### src/rtl/axis_hdr_pkg.sv
// rtl/axis_hdr_pkg.sv - shared types and keep-vector helpers for the header inserter
package axis_hdr_pkg;

    typedef enum logic [1:0] {
        IDLE,
        BODY,
        TAIL
    } state_t;

    // Widest keep vector the helpers handle (512-bit data bus)
    localparam int KEEP_MAX = 64;

    typedef logic [KEEP_MAX-1:0] keep_max_t;

    // n upper-aligned ones within a w-bit keep vector
    function automatic keep_max_t keep_top(input int n, input int w);
        keep_max_t r;
        r = '0;
        for (int i = 0; i < KEEP_MAX; i++) begin
            if ((i < w) && (i >= w - n)) begin
                r[i] = 1'b1;
            end
        end
        return r;
    endfunction

    // Number of consecutive ones from the top bit of a w-bit keep vector
    function automatic int lead_ones(input keep_max_t keep, input int w);
        int   cnt;
        logic run;
        cnt = 0;
        run = 1'b1;
        for (int i = KEEP_MAX - 1; i >= 0; i--) begin
            if (i < w) begin
                if (run && keep[i]) begin
                    cnt++;
                end else begin
                    run = 1'b0;
                end
            end
        end
        return cnt;
    endfunction

endpackage

### src/rtl/axi_stream_insert_header_q_if.sv
// rtl/axi_stream_insert_header_q_if.sv - payload, header and egress stream bundle
interface axi_stream_insert_header_q_if #(
    parameter int DATA_WD      = 32,
    parameter int DATA_BYTE_WD = DATA_WD / 8,
    parameter int BYTE_CNT_WD  = $clog2(DATA_BYTE_WD) + 1
);
    logic                    valid_in;
    logic [DATA_WD-1:0]      data_in;
    logic [DATA_BYTE_WD-1:0] keep_in;
    logic                    last_in;
    logic                    ready_in;

    logic                    valid_insert;
    logic [DATA_WD-1:0]      data_insert;
    logic [BYTE_CNT_WD-1:0]  byte_insert_cnt;
    logic                    ready_insert;

    logic                    valid_out;
    logic [DATA_WD-1:0]      data_out;
    logic [DATA_BYTE_WD-1:0] keep_out;
    logic                    last_out;
    logic                    ready_out;

    // Inserter view
    modport slave (
        input  valid_in, data_in, keep_in, last_in,
        output ready_in,
        input  valid_insert, data_insert, byte_insert_cnt,
        output ready_insert,
        output valid_out, data_out, keep_out, last_out,
        input  ready_out
    );

    // Source / sink view
    modport master (
        output valid_in, data_in, keep_in, last_in,
        input  ready_in,
        output valid_insert, data_insert, byte_insert_cnt,
        input  ready_insert,
        input  valid_out, data_out, keep_out, last_out,
        output ready_out
    );
endinterface

### src/rtl/hdr_fifo.sv
// rtl/hdr_fifo.sv - synchronous header queue with full/empty flags
module hdr_fifo #(
    parameter int WIDTH = 35,
    parameter int DEPTH = 4
) (
    input  logic             clk,
    input  logic             rst,
    input  logic             push,
    input  logic [WIDTH-1:0] wdata,
    input  logic             pop,
    output logic [WIDTH-1:0] rdata,
    output logic             full,
    output logic             empty
);
    localparam int AW = $clog2(DEPTH);

    logic [WIDTH-1:0] mem_q [DEPTH];
    logic [WIDTH-1:0] mem_d [DEPTH];
    logic [AW:0]      wr_ptr_q, wr_ptr_d;
    logic [AW:0]      rd_ptr_q, rd_ptr_d;
    logic             do_push, do_pop;

    // Extra pointer bit distinguishes full from empty when the indices match
    assign empty   = (wr_ptr_q == rd_ptr_q);
    assign full    = (wr_ptr_q[AW] != rd_ptr_q[AW]) && (wr_ptr_q[AW-1:0] == rd_ptr_q[AW-1:0]);
    assign do_push = push && !full;
    assign do_pop  = pop && !empty;
    assign rdata   = mem_q[rd_ptr_q[AW-1:0]];

    // Next pointers and storage write
    always_comb begin
        mem_d    = mem_q;
        wr_ptr_d = wr_ptr_q;
        rd_ptr_d = rd_ptr_q;
        if (do_push) begin
            mem_d[wr_ptr_q[AW-1:0]] = wdata;
            wr_ptr_d = wr_ptr_q + 1'b1;
        end
        if (do_pop) begin
            rd_ptr_d = rd_ptr_q + 1'b1;
        end
    end

    // Pointer and storage registers; storage needs no reset
    always_ff @(posedge clk) begin
        mem_q <= mem_d;
        if (rst) begin
            wr_ptr_q <= '0;
            rd_ptr_q <= '0;
        end else begin
            wr_ptr_q <= wr_ptr_d;
            rd_ptr_q <= rd_ptr_d;
        end
    end
endmodule

### src/rtl/axi_stream_insert_header_q.sv
// rtl/axi_stream_insert_header_q.sv - prepends a queued 0..W byte header to each packet
module axi_stream_insert_header_q
    import axis_hdr_pkg::*;
#(
    parameter int DATA_WD      = 32,
    parameter int DATA_BYTE_WD = DATA_WD / 8,
    parameter int BYTE_CNT_WD  = $clog2(DATA_BYTE_WD) + 1,
    parameter int HDR_DEPTH    = 4
) (
    input  logic                          clk,
    input  logic                          rst,
    axi_stream_insert_header_q_if.slave   bus
);
    localparam int FIFO_WD = DATA_WD + BYTE_CNT_WD;
    localparam logic [BYTE_CNT_WD:0] W_EXT = (BYTE_CNT_WD + 1)'(DATA_BYTE_WD);

    logic                    fifo_full, fifo_empty, fifo_pop, fifo_push;
    logic [FIFO_WD-1:0]      fifo_rdata;
    logic [DATA_WD-1:0]      head_data;
    logic [BYTE_CNT_WD-1:0]  head_cnt;

    state_t                  state_q, state_d;
    logic [BYTE_CNT_WD-1:0]  h_q, h_d;
    logic [DATA_WD-1:0]      res_q, res_d;
    logic [BYTE_CNT_WD-1:0]  tail_n_q, tail_n_d;
    logic                    valid_out_q, valid_out_d;
    logic [DATA_WD-1:0]      data_out_q, data_out_d;
    logic [DATA_BYTE_WD-1:0] keep_out_q, keep_out_d;
    logic                    last_out_q, last_out_d;

    logic                    adv, accept, ready_in_c, ready_insert_c;
    logic [BYTE_CNT_WD-1:0]  h_cur, lead_cnt;
    logic [BYTE_CNT_WD:0]    sum_hl;
    logic [DATA_WD-1:0]      prev_beat, body_beat, tail_beat;
    logic                    beat_emit, beat_last;
    logic [DATA_WD-1:0]      beat_raw;
    logic [DATA_BYTE_WD-1:0] beat_keep;

    assign fifo_push = bus.valid_insert && ready_insert_c;
    assign {head_cnt, head_data} = fifo_rdata;

    hdr_fifo #(
        .WIDTH(FIFO_WD),
        .DEPTH(HDR_DEPTH)
    ) u_hdr_fifo (
        .clk   (clk),
        .rst   (rst),
        .push  (fifo_push),
        .wdata ({bus.byte_insert_cnt, bus.data_insert}),
        .pop   (fifo_pop),
        .rdata (fifo_rdata),
        .full  (fifo_full),
        .empty (fifo_empty)
    );

    // The output register can take a new beat when empty or being drained
    assign adv      = !valid_out_q || bus.ready_out;
    assign accept   = bus.valid_in && ready_in_c;
    assign fifo_pop = accept && (state_q == IDLE);

    // At packet start the header comes straight from the queue head
    assign h_cur     = (state_q == IDLE) ? head_cnt : h_q;
    assign prev_beat = (state_q == IDLE) ? head_data : res_q;

    // Byte shifter: low H bytes of the previous word followed by top W-H bytes of the new one
    assign body_beat = DATA_WD'({prev_beat, bus.data_in} >> {h_cur, 3'b000});
    assign tail_beat = DATA_WD'({res_q, {DATA_WD{1'b0}}} >> {h_q, 3'b000});

    assign lead_cnt = BYTE_CNT_WD'(lead_ones(keep_max_t'(bus.keep_in), DATA_BYTE_WD));
    assign sum_hl   = {1'b0, h_cur} + {1'b0, lead_cnt};

    assign ready_insert_c = !rst && !fifo_full;

    // Payload acceptance depends on state and output-stage room
    always_comb begin
        ready_in_c = 1'b0;
        if (!rst) begin
            case (state_q)
                IDLE:    ready_in_c = adv && !fifo_empty;
                BODY:    ready_in_c = adv;
                default: ready_in_c = 1'b0;
            endcase
        end
    end

    // Next state, residual capture and output beat assembly
    always_comb begin
        state_d     = state_q;
        h_d         = h_q;
        res_d       = res_q;
        tail_n_d    = tail_n_q;
        valid_out_d = valid_out_q;
        data_out_d  = data_out_q;
        keep_out_d  = keep_out_q;
        last_out_d  = last_out_q;
        beat_emit   = 1'b0;
        beat_raw    = body_beat;
        beat_keep   = '1;
        beat_last   = 1'b0;

        if (adv) begin
            valid_out_d = 1'b0;
            case (state_q)
                IDLE, BODY: begin
                    if (accept) begin
                        beat_emit = 1'b1;
                        h_d       = h_cur;
                        res_d     = bus.data_in;
                        state_d   = BODY;
                        if (bus.last_in) begin
                            if (sum_hl <= W_EXT) begin
                                beat_keep = DATA_BYTE_WD'(keep_top(int'(sum_hl), DATA_BYTE_WD));
                                beat_last = 1'b1;
                                state_d   = IDLE;
                            end else begin
                                // Leftover bytes spill into one extra beat
                                tail_n_d = BYTE_CNT_WD'(sum_hl - W_EXT);
                                state_d  = TAIL;
                            end
                        end
                    end
                end
                TAIL: begin
                    beat_emit = 1'b1;
                    beat_raw  = tail_beat;
                    beat_keep = DATA_BYTE_WD'(keep_top(int'(tail_n_q), DATA_BYTE_WD));
                    beat_last = 1'b1;
                    state_d   = IDLE;
                end
                default: state_d = IDLE;
            endcase
        end

        // Invalid byte lanes are forced to zero
        if (beat_emit) begin
            valid_out_d = 1'b1;
            keep_out_d  = beat_keep;
            last_out_d  = beat_last;
            for (int b = 0; b < DATA_BYTE_WD; b++) begin
                data_out_d[8*b +: 8] = beat_keep[b] ? beat_raw[8*b +: 8] : 8'h00;
            end
        end
    end

    // State, residual and output stage registers
    always_ff @(posedge clk) begin
        if (rst) begin
            state_q     <= IDLE;
            h_q         <= '0;
            res_q       <= '0;
            tail_n_q    <= '0;
            valid_out_q <= 1'b0;
            data_out_q  <= '0;
            keep_out_q  <= '0;
            last_out_q  <= 1'b0;
        end else begin
            state_q     <= state_d;
            h_q         <= h_d;
            res_q       <= res_d;
            tail_n_q    <= tail_n_d;
            valid_out_q <= valid_out_d;
            data_out_q  <= data_out_d;
            keep_out_q  <= keep_out_d;
            last_out_q  <= last_out_d;
        end
    end

    assign bus.ready_in     = ready_in_c;
    assign bus.ready_insert = ready_insert_c;
    assign bus.valid_out    = valid_out_q;
    assign bus.data_out     = data_out_q;
    assign bus.keep_out     = keep_out_q;
    assign bus.last_out     = last_out_q;
endmodule

### src/flat_wrapper.sv
// flat-port wrapper written by rule: the top's interface ports become plain ports
module axi_stream_insert_header_q_flat import axis_hdr_pkg::*;
#(
    parameter int DATA_WD      = 32,
    parameter int DATA_BYTE_WD = DATA_WD / 8,
    parameter int BYTE_CNT_WD  = $clog2(DATA_BYTE_WD) + 1,
    parameter int HDR_DEPTH    = 4
)
  (clk, rst, bus_valid_in, bus_data_in, bus_keep_in, bus_last_in, bus_ready_in, bus_valid_insert, bus_data_insert, bus_byte_insert_cnt, bus_ready_insert, bus_valid_out, bus_data_out, bus_keep_out, bus_last_out, bus_ready_out);
  axi_stream_insert_header_q_if #(.DATA_WD(DATA_WD), .DATA_BYTE_WD(DATA_BYTE_WD), .BYTE_CNT_WD(BYTE_CNT_WD)) bus_i ();
  input  logic clk;
  input  logic rst;
  input wire logic [$bits(bus_i.valid_in)-1:0] bus_valid_in;
  input wire logic [$bits(bus_i.data_in)-1:0] bus_data_in;
  input wire logic [$bits(bus_i.keep_in)-1:0] bus_keep_in;
  input wire logic [$bits(bus_i.last_in)-1:0] bus_last_in;
  output wire logic [$bits(bus_i.ready_in)-1:0] bus_ready_in;
  input wire logic [$bits(bus_i.valid_insert)-1:0] bus_valid_insert;
  input wire logic [$bits(bus_i.data_insert)-1:0] bus_data_insert;
  input wire logic [$bits(bus_i.byte_insert_cnt)-1:0] bus_byte_insert_cnt;
  output wire logic [$bits(bus_i.ready_insert)-1:0] bus_ready_insert;
  output wire logic [$bits(bus_i.valid_out)-1:0] bus_valid_out;
  output wire logic [$bits(bus_i.data_out)-1:0] bus_data_out;
  output wire logic [$bits(bus_i.keep_out)-1:0] bus_keep_out;
  output wire logic [$bits(bus_i.last_out)-1:0] bus_last_out;
  input wire logic [$bits(bus_i.ready_out)-1:0] bus_ready_out;
  assign bus_i.valid_in = bus_valid_in;
  assign bus_i.data_in = bus_data_in;
  assign bus_i.keep_in = bus_keep_in;
  assign bus_i.last_in = bus_last_in;
  assign bus_ready_in = bus_i.ready_in;
  assign bus_i.valid_insert = bus_valid_insert;
  assign bus_i.data_insert = bus_data_insert;
  assign bus_i.byte_insert_cnt = bus_byte_insert_cnt;
  assign bus_ready_insert = bus_i.ready_insert;
  assign bus_valid_out = bus_i.valid_out;
  assign bus_data_out = bus_i.data_out;
  assign bus_keep_out = bus_i.keep_out;
  assign bus_last_out = bus_i.last_out;
  assign bus_i.ready_out = bus_ready_out;
  axi_stream_insert_header_q #(.DATA_WD(DATA_WD), .DATA_BYTE_WD(DATA_BYTE_WD), .BYTE_CNT_WD(BYTE_CNT_WD), .HDR_DEPTH(HDR_DEPTH)) u_core (.clk(clk), .rst(rst), .bus(bus_i));
endmodule
### config.mk
export PLATFORM = sky130hd
export DESIGN_NAME = axi_stream_insert_header_q_flat
export DESIGN_NICKNAME = d
export VERILOG_FILES = /design/src/rtl/axis_hdr_pkg.sv /design/src/rtl/axi_stream_insert_header_q_if.sv /design/src/rtl/hdr_fifo.sv /design/src/rtl/axi_stream_insert_header_q.sv /design/src/flat_wrapper.sv
export SDC_FILE = /design/constraint.sdc
export NUM_CORES = 1
export LEC_CHECK = 0
export BUFFER_PORTS_ARGS = -buffer_cell sky130_fd_sc_hd__buf_2
export CAP_MARGIN = 0
export CORE_MARGIN = 2
export CORE_UTILIZATION = 30
export DETAILED_ROUTE_END_ITERATION = 10
export HOLD_SLACK_MARGIN = 0.15
export PLACE_DENSITY = 0.56
export SLEW_MARGIN = 10
export SYNTH_ARGS = -nofsm -noshare
export SYNTH_HDL_FRONTEND = slang
export SYNTH_SLANG_ARGS = --single-unit
### constraint.sdc
create_clock -name clk -period 4.2 [get_ports clk]
set_input_delay 0.42 -clock clk [delete_from_list [all_inputs] [get_ports clk]]
set_output_delay 0.42 -clock clk [all_outputs]
set_load 0.01 [all_outputs]
==> metrics, run 1 <==
WS Path Type reg2reg; Die Wd 204 um; detailed-route wire length 38000 um; main combinational cell family by area after synthesis compound AO/OA/AOI/OAI gates; Synth area leader edfxtp_1; Final min period 3.66 ns; H-tree Lvls 1; largest cells by area after synthesis edfxtp_1 35%, dfxtp_1 14%, mux2i_1 6.3%; register-to-register setup slack 0.54 ns; Avg WL per Cell 21.2 um; Slew HR 37.7%; complex-gate fraction of the synthesized area 15.7%; Max-Cap Viols 0; largest net degree at the start of global routing 59; count leader, synth edfxtp_1; synthesized area 12100 sq um; Via Count 9541; Critical Path AT 4.10 ns; status finished, final reports clean; Worst path slowest cell fa_1; P_leak 5.08 nW; Seq/Total Area, Yosys 48.8%; Synth Instances 1113; HP Class in2reg; initial antenna violation count 4; Starting Density 30.3%; detailed placer's ending HPWL 27400 um; core footprint 39700 sq um; Post-synth top flop edfxtp_1; layout cells sized above 1 21.1%; CP delay by family, top compound AO/OA/AOI/OAI gates; FMAX 0.273 GHz; Slew Limit Fails 0; total CTS buffers 25; Worst Path Buf+Inv 2; clk_skew 0.0178 ns; Final Wtd Congestion 0.884; Syn. warnings 0; Worst Tran Pin Value 0.931 ns; Largest stage delay, worst path 0.50 ns; critical path, cell by cell or3_4, o221a_2, inv_4, ha_1, inv_1, fa_1, ha_1, nor2b_1, a21oi_1, nor4_1, a221o_1, or2_1, a221oi_1; num ports 117; final period utilization 87.3%; Synth async-reset ratio 0%; Layout Utilization 36.3%; Finished Cell Area 14400 sq um; Worst-path clk slew 0.06 ns; library cells used by synthesis 76; Setup Buffers After CTS 0; Synth Area in XOR/XNOR 0.799%; total power 5.59 mW; GRT Util Overall 18.0%; CP startpoint kind register; Post-Syn Area per Cell 10.8 sq um; placement-stage cell area 13100 sq um; Net Count, Synth 1207; TritonRoute pass-1 iters 8; worst hold margin 0.164 ns; clock sinks 224; post-DR vias/cell 5.31; post-synthesis simple-gate area fraction 13.3%; Max Buffers Root-to-Sink 3; vias in the first global route 9216; Layout Nets 1344; unrepaired setup endpoints after global routing false; die height 204 um; number of synthesized flops with an enable pin 140; CTS tree yes; area growth from synthesis to layout 19.8%; DIE AREA 41800 sq um; post-synth top area share 34.9%; Peak supply drop 0.215 mV; CTS Root Cell clkbuf_16; Routed Antenna Nets 0; pre-CTS setup slack 0.532 ns; endpoint type of the worst setup path register; crit path max fanout 10; global route total overflow 0; Setup violations, final 0; Yosys reg bits 224; post-synthesis mux area share 15.3%; most used cell, CP ha_1; clk_lat worst skew 0.53 ns; Pwr Density 387 nW/um^2; Rows 73; total negative slack 0 ns; wire length of the first global-routing pass 58000 um; most instantiated cells after synthesis 140 x edfxtp_1, 133 x nand2_1, 84 x dfxtp_1, 76 x mux2i_1, 71 x nor2_1; final hold vios 0; critical path required time 4.63 ns; Synth Area in Adders 1.83%; count of non-filler cells in the finished layout 1796; DRC viols 0; 1st-iter DRT viols 938; placed cells 1699; # port buffers 116; final setup margin 0.535 ns
==> power by group <==
part           internal, mW  switching, mW
clock network          1.28          0.898
logic                 0.361          0.559
registers              2.42         0.0689
total                  4.06           1.53
==> timing repair <==
action                                 4_1_cts  5_1_grt
gates resized for setup                      0        0
endpoints found under the hold margin      153        0
hold buffers                                49        0
==> logic make-up (layout without fill, tap and decap cells) <==
kind of cell	Yosys count	after routing
AOI/OAI and AO/OA	279	279
and+or+nand+nor	334	334
other	0	3
adders and majority gates	17	17
buffers and inverters	108	263
DFF	224	224
xor gates and xnor gates	11	11
muxes	140	140
==> cells in the final DEF (no fill, tap or decap), drive strengths merged, types with 17 or more instances in the layout <==
cell type / netlist / routed
buf: 38 / 145
edfxtp: 140 / 140
nand2: 133 / 133
dfxtp: 84 / 84
mux2i: 76 / 76
nor2: 73 / 73
o21ai: 71 / 71
a21oi: 52 / 52
dlygate4sd3: 0 / 49
nand2b: 46 / 46
mux4: 32 / 32
mux2: 32 / 32
clkbuf: 46 / 30
inv: 24 / 24
a211oi: 21 / 21
nor3: 20 / 20
a32oi: 18 / 18
a221oi: 17 / 17
==> path summary, 6_finish.rpt <==
check,depth (start not counted),startpoint,to
worst min-delay path,3,bus_data_in[27],u_core.res_q[27]
worst max register to register,13,u_core.state_q[0],u_core.bus.data_out[22]
worst max-delay path,13,u_core.state_q[0],u_core.bus.data_out[22]
worst min register to register,2,u_core.bus.keep_out[3],u_core.bus.keep_out[3]
==> registers in the layout, indices dropped and copies added (netlist names) <==
signal                      flops
u_core.u_hdr_fifo.mem_q       140
u_core.bus.data_out            32
u_core.res_q                   32
u_core.bus.keep_out             4
u_core.h_q                      3
u_core.tail_n_q                 3
u_core.u_hdr_fifo.rd_ptr_q      3
u_core.u_hdr_fifo.wr_ptr_q      3
u_core.state_q                  2
u_core.bus.last_out             1
u_core.bus.valid_out            1
==> layer usage <==
| layer | global-route usage [%] | routed length [um] |
|---|---|---|
| met1 | 26.4 | 17700 |
| met2 | 26.6 | 16300 |
| met3 | 4.26 | 3120 |
| met4 | 4.48 | 904 |
| met5 | 0 | 16 |
==> tightest hold or removal path: stages <==
cell     delay (ns)
buf_2          0.12
nand2_1        0.05
o21ai_1        0.07
==> layout make-up <==
class | count | area (sq um)
clock inverters | 15 | 161
multi-input cells | 781 | 5670
well taps | 525 | 657
clock buffers | 30 | 644
repair buffers | 194 | 1310
diodes | 3 | 7.51
flip-flops and latches | 224 | 5890
inverters | 24 | 92.6
fillers | 3968 | 25300
Note: power is estimated with default switching activity, not from simulation.
==> inputs of run 2 (changes only) <==
--- a/config.mk
+++ b/config.mk
@@ -7,11 +7,13 @@
 export LEC_CHECK = 0
 export BUFFER_PORTS_ARGS = -buffer_cell sky130_fd_sc_hd__buf_2
 export CAP_MARGIN = 0
+export CELL_PAD_IN_SITES_DETAIL_PLACEMENT = 1
+export CELL_PAD_IN_SITES_GLOBAL_PLACEMENT = 1
 export CORE_MARGIN = 2
 export CORE_UTILIZATION = 30
 export DETAILED_ROUTE_END_ITERATION = 10
 export HOLD_SLACK_MARGIN = 0.15
-export PLACE_DENSITY = 0.56
+export PLACE_DENSITY = 0.65
 export SLEW_MARGIN = 10
 export SYNTH_ARGS = -nofsm -noshare
 export SYNTH_HDL_FRONTEND = slang
==> run 2 against run 1 <==
Die area is the same; sequential share of layout area shrank 0.26 points; clock power grew 7%; cell count grew 0.33%; fmax shrank 0.94%; register-to-register slack lost 0.03 ns; global-route usage grew 1.8 points; sequential power is essentially flat; combinational power grew 3.4%; critical path depth is the same; utilization grew 0.23 points; critical endpoint is now u_core.bus.data_out[20]; largest power group unchanged.
==> metrics, run 2 (same netlist as run 1, synthesis figures left out) <==
FMAX 0.270 GHz (was 0.273 GHz); busiest layer in global routing met2 (unchanged); H-tree Lvls 1 (unchanged); detailed placer's ending HPWL 29100 um (was 27400 um); Storage cell area 5890 sq um (unchanged); DRC viols 0 (unchanged); met3 Use GR 3.49% (was 4.26%); Max-Cap Viols 0 (unchanged); Worst Path Buf+Inv 2 (unchanged); Routed Antenna Nets 0 (unchanged); Final min period 3.70 ns (was 3.66 ns); Die Wd 204 um (unchanged); crit path max fanout 5 (was 10); Critical Path AT 4.14 ns (was 4.10 ns); Setup violations, final 0 (unchanged); area occupied by multi-input gates 5670 sq um (unchanged); die height 204 um (unchanged); total negative slack 0 ns (unchanged); layout cells sized above 1 21.3% (was 21.1%); Pwr Density 397 nW/um^2 (was 387 nW/um^2); area growth from synthesis to layout 20.5% (was 19.8%); final period utilization 88.1% (was 87.3%); CP startpoint kind register (unchanged); Via Count 9845 (was 9541); Worst Tran Pin Value 1.25 ns (was 0.931 ns); total CTS buffers 26 (was 25); post-DR vias/cell 5.46 (was 5.31); Slew Limit Fails 0 (unchanged); core footprint 39700 sq um (unchanged); max FFs per register 140 (unchanged); Layout Utilization 36.6% (was 36.3%); clock sinks 224 (unchanged); Starting Density 30.3% (unchanged); # port buffers 116 (unchanged); Max Buffers Root-to-Sink 3 (unchanged); Avg WL per Cell 23.2 um (was 21.2 um); 1st-iter DRT viols 724 (was 938); wire length of the first global-routing pass 63400 um (was 58000 um); critical path required time 4.64 ns (was 4.63 ns); Layout Nets 1349 (was 1344); worst hold margin 0.168 ns (was 0.164 ns); num ports 117 (unchanged); vias in the first global route 10100 (was 9216); initial antenna violation count 2 (was 4); CTS tree yes (unchanged); commonest cells after routing, fill and taps aside 140 x edfxtp_1, 133 x nand2_1, 116 x buf_2 (unchanged); largest net degree at the start of global routing 82 (was 59); CP delay by family, top simple AND/OR/NAND/NOR gates (was compound AO/OA/AOI/OAI gates); Rows 73 (unchanged); Setup Buffers After CTS 0 (unchanged); Peak supply drop 0.243 mV (was 0.215 mV); GRT Util Overall 19.8% (was 18.0%); Final Wtd Congestion 0.874 (was 0.884); WS Path Type reg2reg (unchanged); P_leak 5.13 nW (was 5.08 nW); Worst-path clk slew 0.06 ns (about the same); Worst path slowest cell fa_1 (unchanged); Fillers 4406 (was 3968); endpoint type of the worst setup path register (unchanged); unrepaired setup endpoints after global routing false (unchanged); met2 Use GR 31.0% (was 26.6%); Largest stage delay, worst path 0.50 ns (about the same); CTS Root Cell clkbuf_16 (unchanged); Slew HR 16.5% (was 37.7%); global route total overflow 0 (unchanged); Top reg by flops u_core.u_hdr_fifo.mem_q (unchanged); detailed-route wire length 41900 um (was 38000 um); met1 Resource Use GR 27.8% (was 26.4%); clk_lat worst skew 0.54 ns (was 0.53 ns); critical path, cell by cell or3_4, o221a_2, inv_4, ha_1, inv_1, fa_1, ha_1, nor2b_1, nor3_1, nor4_1, a221o_1, or2_1, a221oi_1 (was or3_4, o221a_2, inv_4, ha_1, inv_1, fa_1, ha_1, nor2b_1, a21oi_1, nor4_1, a221o_1, or2_1, a221oi_1); most used cell, CP ha_1 (unchanged); commonest non-fill, non-tap cell in the layout edfxtp_1 (unchanged); clk_skew 0.0142 ns (was 0.0178 ns); final hold vios 0 (unchanged); HP Class in2reg (unchanged); TritonRoute pass-1 iters 7 (was 8); status finished, final reports clean (unchanged); DIE AREA 41800 sq um (unchanged)
[run 2: tightest hold or removal path, delay by kind of cell]
kind                   cells  cell delay, ns
buffers and inverters      1            0.13
and+or+nand+nor            1            0.06
AOI/OAI and AO/OA          1            0.06
[run 2: power breakdown]
| group | internal [mW] | switching, mW | leakage, nW |
|---|---|---|---|
| Clock | 1.38 | 0.949 | 0.414 |
| Combinational | 0.364 | 0.587 | 2.76 |
| Sequential | 2.42 | 0.0686 | 1.95 |
[run 2: cell type report]
cell class,count,share of cell area [%]
Clock buffer,34,4.90
Multi-Input combinational cell,781,39.0
Timing Repair Buffer,198,9.23
Antenna cell,2,0.0344
Sequential cell,224,40.5
Tap cell,525,4.52
Inverter,24,0.637
Clock inverter,14,1.10
[run 2: worst paths after layout]
kind                                              from                      end  slack [ns]  depth (start not counted)
worst min-delay path                   bus_data_in[21]         u_core.res_q[21]        0.17                          3
worst max-delay path                 u_core.state_q[1]  u_core.bus.data_out[20]        0.50                         13
worst min register to register  u_core.bus.keep_out[3]   u_core.bus.keep_out[3]        0.46                          2
worst max register to register       u_core.state_q[1]  u_core.bus.data_out[20]        0.50                         13
[run 2: repair_timing]
item                                   4_1_cts  5_1_grt
endpoints found under the hold margin      158        0
hold buffers                                53        0
gates resized for setup                      0        0
[run 2: stage by stage]
step	std cells	setup WS, ns	total power, mW	area [sq um]
after floorplan	1113	0.308	3.10	12100
after global placement	1699	0.568	3.41	13100
after detailed placement	1699	0.514	3.43	13100
after CTS	1800	0.528	5.82	14500
after global routing	1801	0.198	6.00	14500
final	1802	0.500	5.77	14500
[run 2: routing by layer]
metal / up-vias / share of wire, % / wire length (um)
met1: 4938 / 45 / 19000
met4: 0 / 2.9 / 1220
met2: 345 / 45 / 19000
li1: 4487 / - / -
met5: - / 0 / 0
met3: 75 / 6.5 / 2710
==> inputs of run 3 (changes only) <==
--- a/config.mk
+++ b/config.mk
@@ -5,6 +5,7 @@
 export SDC_FILE = /design/constraint.sdc
 export NUM_CORES = 1
 export LEC_CHECK = 0
+export ABC_AREA = 1
 export BUFFER_PORTS_ARGS = -buffer_cell sky130_fd_sc_hd__buf_2
 export CAP_MARGIN = 0
 export CELL_PAD_IN_SITES_DETAIL_PLACEMENT = 1
@@ -13,7 +14,7 @@
 export CORE_UTILIZATION = 30
 export DETAILED_ROUTE_END_ITERATION = 10
 export HOLD_SLACK_MARGIN = 0.15
-export PLACE_DENSITY = 0.65
+export PLACE_DENSITY = 0.68
 export SLEW_MARGIN = 10
 export SYNTH_ARGS = -nofsm -noshare
 export SYNTH_HDL_FRONTEND = slang
==> run 3 against run 2 <==
Register-to-register slack better by 0.33 ns; synthesized cell count up 52%; hold slack got worse by 0.00079 ns; critical path type unchanged.
==> metrics, run 3 <==
sw frac 36.0% (was 27.8%); Routed Antenna Nets 0 (unchanged); synthesized area 12500 sq um (was 12100 sq um); Slew Limit Fails 0 (unchanged); commonest cells after routing, fill and taps aside 614 x nand2_1, 288 x nand3_1, 140 x edfxtp_1 (was 140 x edfxtp_1, 133 x nand2_1, 116 x buf_2); Critical Path AT 3.86 ns (was 4.14 ns); endpoint type of the worst setup path register (unchanged); Final Wtd Congestion 0.883 (was 0.874); DRC viols 0 (unchanged); Net Count, Synth 1790 (was 1207); vias in the first global route 12600 (was 10100); Post-synth top flop edfxtp_1 (unchanged); die height 208 um (was 204 um); post-DR vias/cell 5.13 (was 5.46); Synth Instances 1696 (was 1113); GRT Util Overall 21.2% (was 19.8%); cell internal pwr 4.28 mW (was 4.17 mW); DIE AREA 43400 sq um (was 41800 sq um); count leader, synth nand2_1 (was edfxtp_1); final hold vios 0 (unchanged); CP startpoint kind register (unchanged); area growth from synthesis to layout 17.3% (was 20.5%); Avg WL per Cell 19.5 um (was 23.2 um); Pwr Density 456 nW/um^2 (was 397 nW/um^2); Via Count 12100 (was 9845); Max Buffers Root-to-Sink 3 (unchanged); unrepaired setup endpoints after global routing false (unchanged); Starting Density 30.5% (was 30.3%); sequential power share 37.6% (was 43.1%); HP Class in2reg (unchanged); Max-Cap Viols 0 (unchanged); num ports 117 (unchanged); power share of the clock group 33.0% (was 40.4%); initial antenna violation count 2 (unchanged); crit path max fanout 66 (was 5); busiest layer in global routing met2 (unchanged); Slew HR 49.0% (was 16.5%); Worst Tran Pin Value 0.765 ns (was 1.25 ns); placed cells 2269 (was 1699); most instantiated cells after synthesis 614 x nand2_1, 289 x nand3_1, 140 x edfxtp_1, 139 x inv_1, 94 x o21ai_0 (was 140 x edfxtp_1, 133 x nand2_1, 84 x dfxtp_1, 76 x mux2i_1, 71 x nor2_1); Setup violations, final 0 (unchanged); Synth area leader edfxtp_1 (unchanged); clk_skew 0.0190 ns (was 0.0142 ns); number of synthesized flops with an enable pin 140 (unchanged); FMAX 0.297 GHz (was 0.270 GHz); wire length of the first global-routing pass 72100 um (was 63400 um); H-tree Lvls 1 (unchanged); clock sinks 224 (unchanged); P_leak 6.38 nW (was 5.13 nW); global route total overflow 0 (unchanged); status finished, final reports clean (unchanged); # port buffers 116 (unchanged); Layout Nets 1894 (was 1349); Top reg by flops u_core.u_hdr_fifo.mem_q (unchanged); critical path required time 4.69 ns (was 4.64 ns); commonest non-fill, non-tap cell in the layout nand2_1 (was edfxtp_1); Yosys reg bits 224 (unchanged); count of non-filler cells in the finished layout 2353 (was 1802); Setup Buffers After CTS 0 (unchanged); Peak supply drop 0.253 mV (was 0.243 mV); total CTS buffers 26 (unchanged); Seq/Total Area, Yosys 47.0% (was 48.8%); largest net degree at the start of global routing 71 (was 82); 1st-iter DRT viols 722 (was 724); Worst-path clk slew 0.06 ns (about the same); core footprint 41000 sq um (was 39700 sq um); Syn. warnings 0 (unchanged); met2 Use GR 36.4% (was 31.0%); CTS Root Cell clkbuf_16 (unchanged); max FFs per register 140 (unchanged); P_sw 2.41 mW (was 1.60 mW); clk_lat worst skew 0.56 ns (was 0.54 ns); WS Path Type reg2reg (unchanged); CTS tree yes (unchanged); TritonRoute pass-1 iters 5 (was 7); final period utilization 80.2% (was 88.1%); Final min period 3.37 ns (was 3.70 ns); largest cells by area after synthesis edfxtp_1 34%, nand2_1 18%, dfxtp_1 13% (was edfxtp_1 35%, dfxtp_1 14%, mux2i_1 6.3%); Rows 74 (was 73); total negative slack 0 ns (unchanged); Synth async-reset ratio 0% (unchanged); detailed-route wire length 45900 um (was 41900 um); library cells used by synthesis 42 (was 76); met3 Use GR 2.60% (was 3.49%); combinational fraction of design power 29.4% (was 16.5%); Die Wd 208 um (was 204 um); detailed placer's ending HPWL 31200 um (was 29100 um); post-synth top area share 33.6% (was 34.9%); layout cells sized above 1 11.8% (was 21.3%); Post-Syn Area per Cell 7.39 sq um (was 10.8 sq um); met1 Resource Use GR 27.3% (was 27.8%)
## run 3: cell count changes after synthesis, sizes merged, moves of 29 or more
cell    before  now
a21oi       52   94
inv         24  148
mux2        32    0
mux2i       76    0
mux4        32    0
nand2      133  622
nand2b      46    0
nand3        7  290
o21ai       71  100
## run 3: kinds of logic (layout without fill, tap and decap cells)
family / Yosys count / in the layout / share of synthesized area, %
and+or+nand+nor: 978 / 978 / 32.9
AOI/OAI and AO/OA: 221 / 221 / 9.47
other: 0 / 1 / 0
buffers and inverters: 252 / 376 / 8.59
adders and majority gates: 17 / 17 / 1.76
xor gates and xnor gates: 4 / 4 / 0.280
DFF: 224 / 224 / 47.0
## run 3: power groups by stage
stage | combinational (mW) | sequential [mW] | clock, mW
final | 1.97 | 2.52 | 2.21
after global routing | 2.20 | 2.53 | 2.34
after CTS | 1.97 | 2.52 | 2.27
after detailed placement | 1.93 | 2.56 | 0
after global placement | 1.90 | 2.56 | 0
after floorplan | 1.26 | 2.56 | 0
## run 3: worst paths after layout
| path | from | endpoint | slack [ns] | cells after the start |
|---|---|---|---|---|
| max | u_core.u_hdr_fifo.rd_ptr_q[0] | u_core.bus.data_out[20] | 0.83 | 17 |
| min | bus_data_in[1] | u_core.res_q[1] | 0.17 | 3 |
| max reg2reg | u_core.u_hdr_fifo.rd_ptr_q[0] | u_core.bus.data_out[20] | 0.83 | 17 |
| min reg2reg | u_core.bus.data_out[3] | u_core.bus.data_out[3] | 0.46 | 2 |
## run 3: layout make-up
type                    count  area [sq um]
diodes                      1          2.50
clock buffers              31           669
clock inverters            17           158
fillers                  5106         26300
inverters                 149           562
multi-input cells        1220          5600
flip-flops and latches    224          5890
well taps                 532           666
repair buffers            179          1150
## run 3: stage by stage
step	cell area, sq um	hold WS (ns)	worst slack [ns]	power (mW)	utilization (%)
after CTS	14700	0.152	0.779	6.76	35.8
final	14700	0.167	0.831	6.70	35.8
after global routing	14700	0.187	0.380	7.06	35.8
after detailed placement	13500	0.458	0.677	4.50	33.0
after global placement	13500	0.455	0.814	4.46	33.0
after floorplan	12500	0.443	1.24	3.82	-
## run 3: timing repair
item / CTS / global route
gates resized for setup: 0 / 0
hold endpoints to repair: 140 / 0
hold buffers: 35 / 0
## run 3: critical path, stage by stage (launching register included)
cell	delay, ns
dfxtp_2	0.42
buf_4	0.59
nand2_1	0.10
nand3_1	0.11
nand3_1	0.14
nand2_4	0.10
ha_1	0.26
nand2_1	0.08
inv_1	0.05
nor2_1	0.30
xnor2_1	0.13
inv_1	0.07
nand3_1	0.07
a21oi_1	0.16
nor2_1	0.08
nor2_2	0.36
nand2_1	0.11
a21oi_1	0.15
## run 3: routing by layer
| metal | part of all wire, % | routed length, um |
|---|---|---|
| met1 | 45 | 20500 |
| met2 | 47 | 21600 |
| met3 | 4.4 | 2030 |
| met4 | 3.6 | 1650 |
| met5 | 0.035 | 16 |
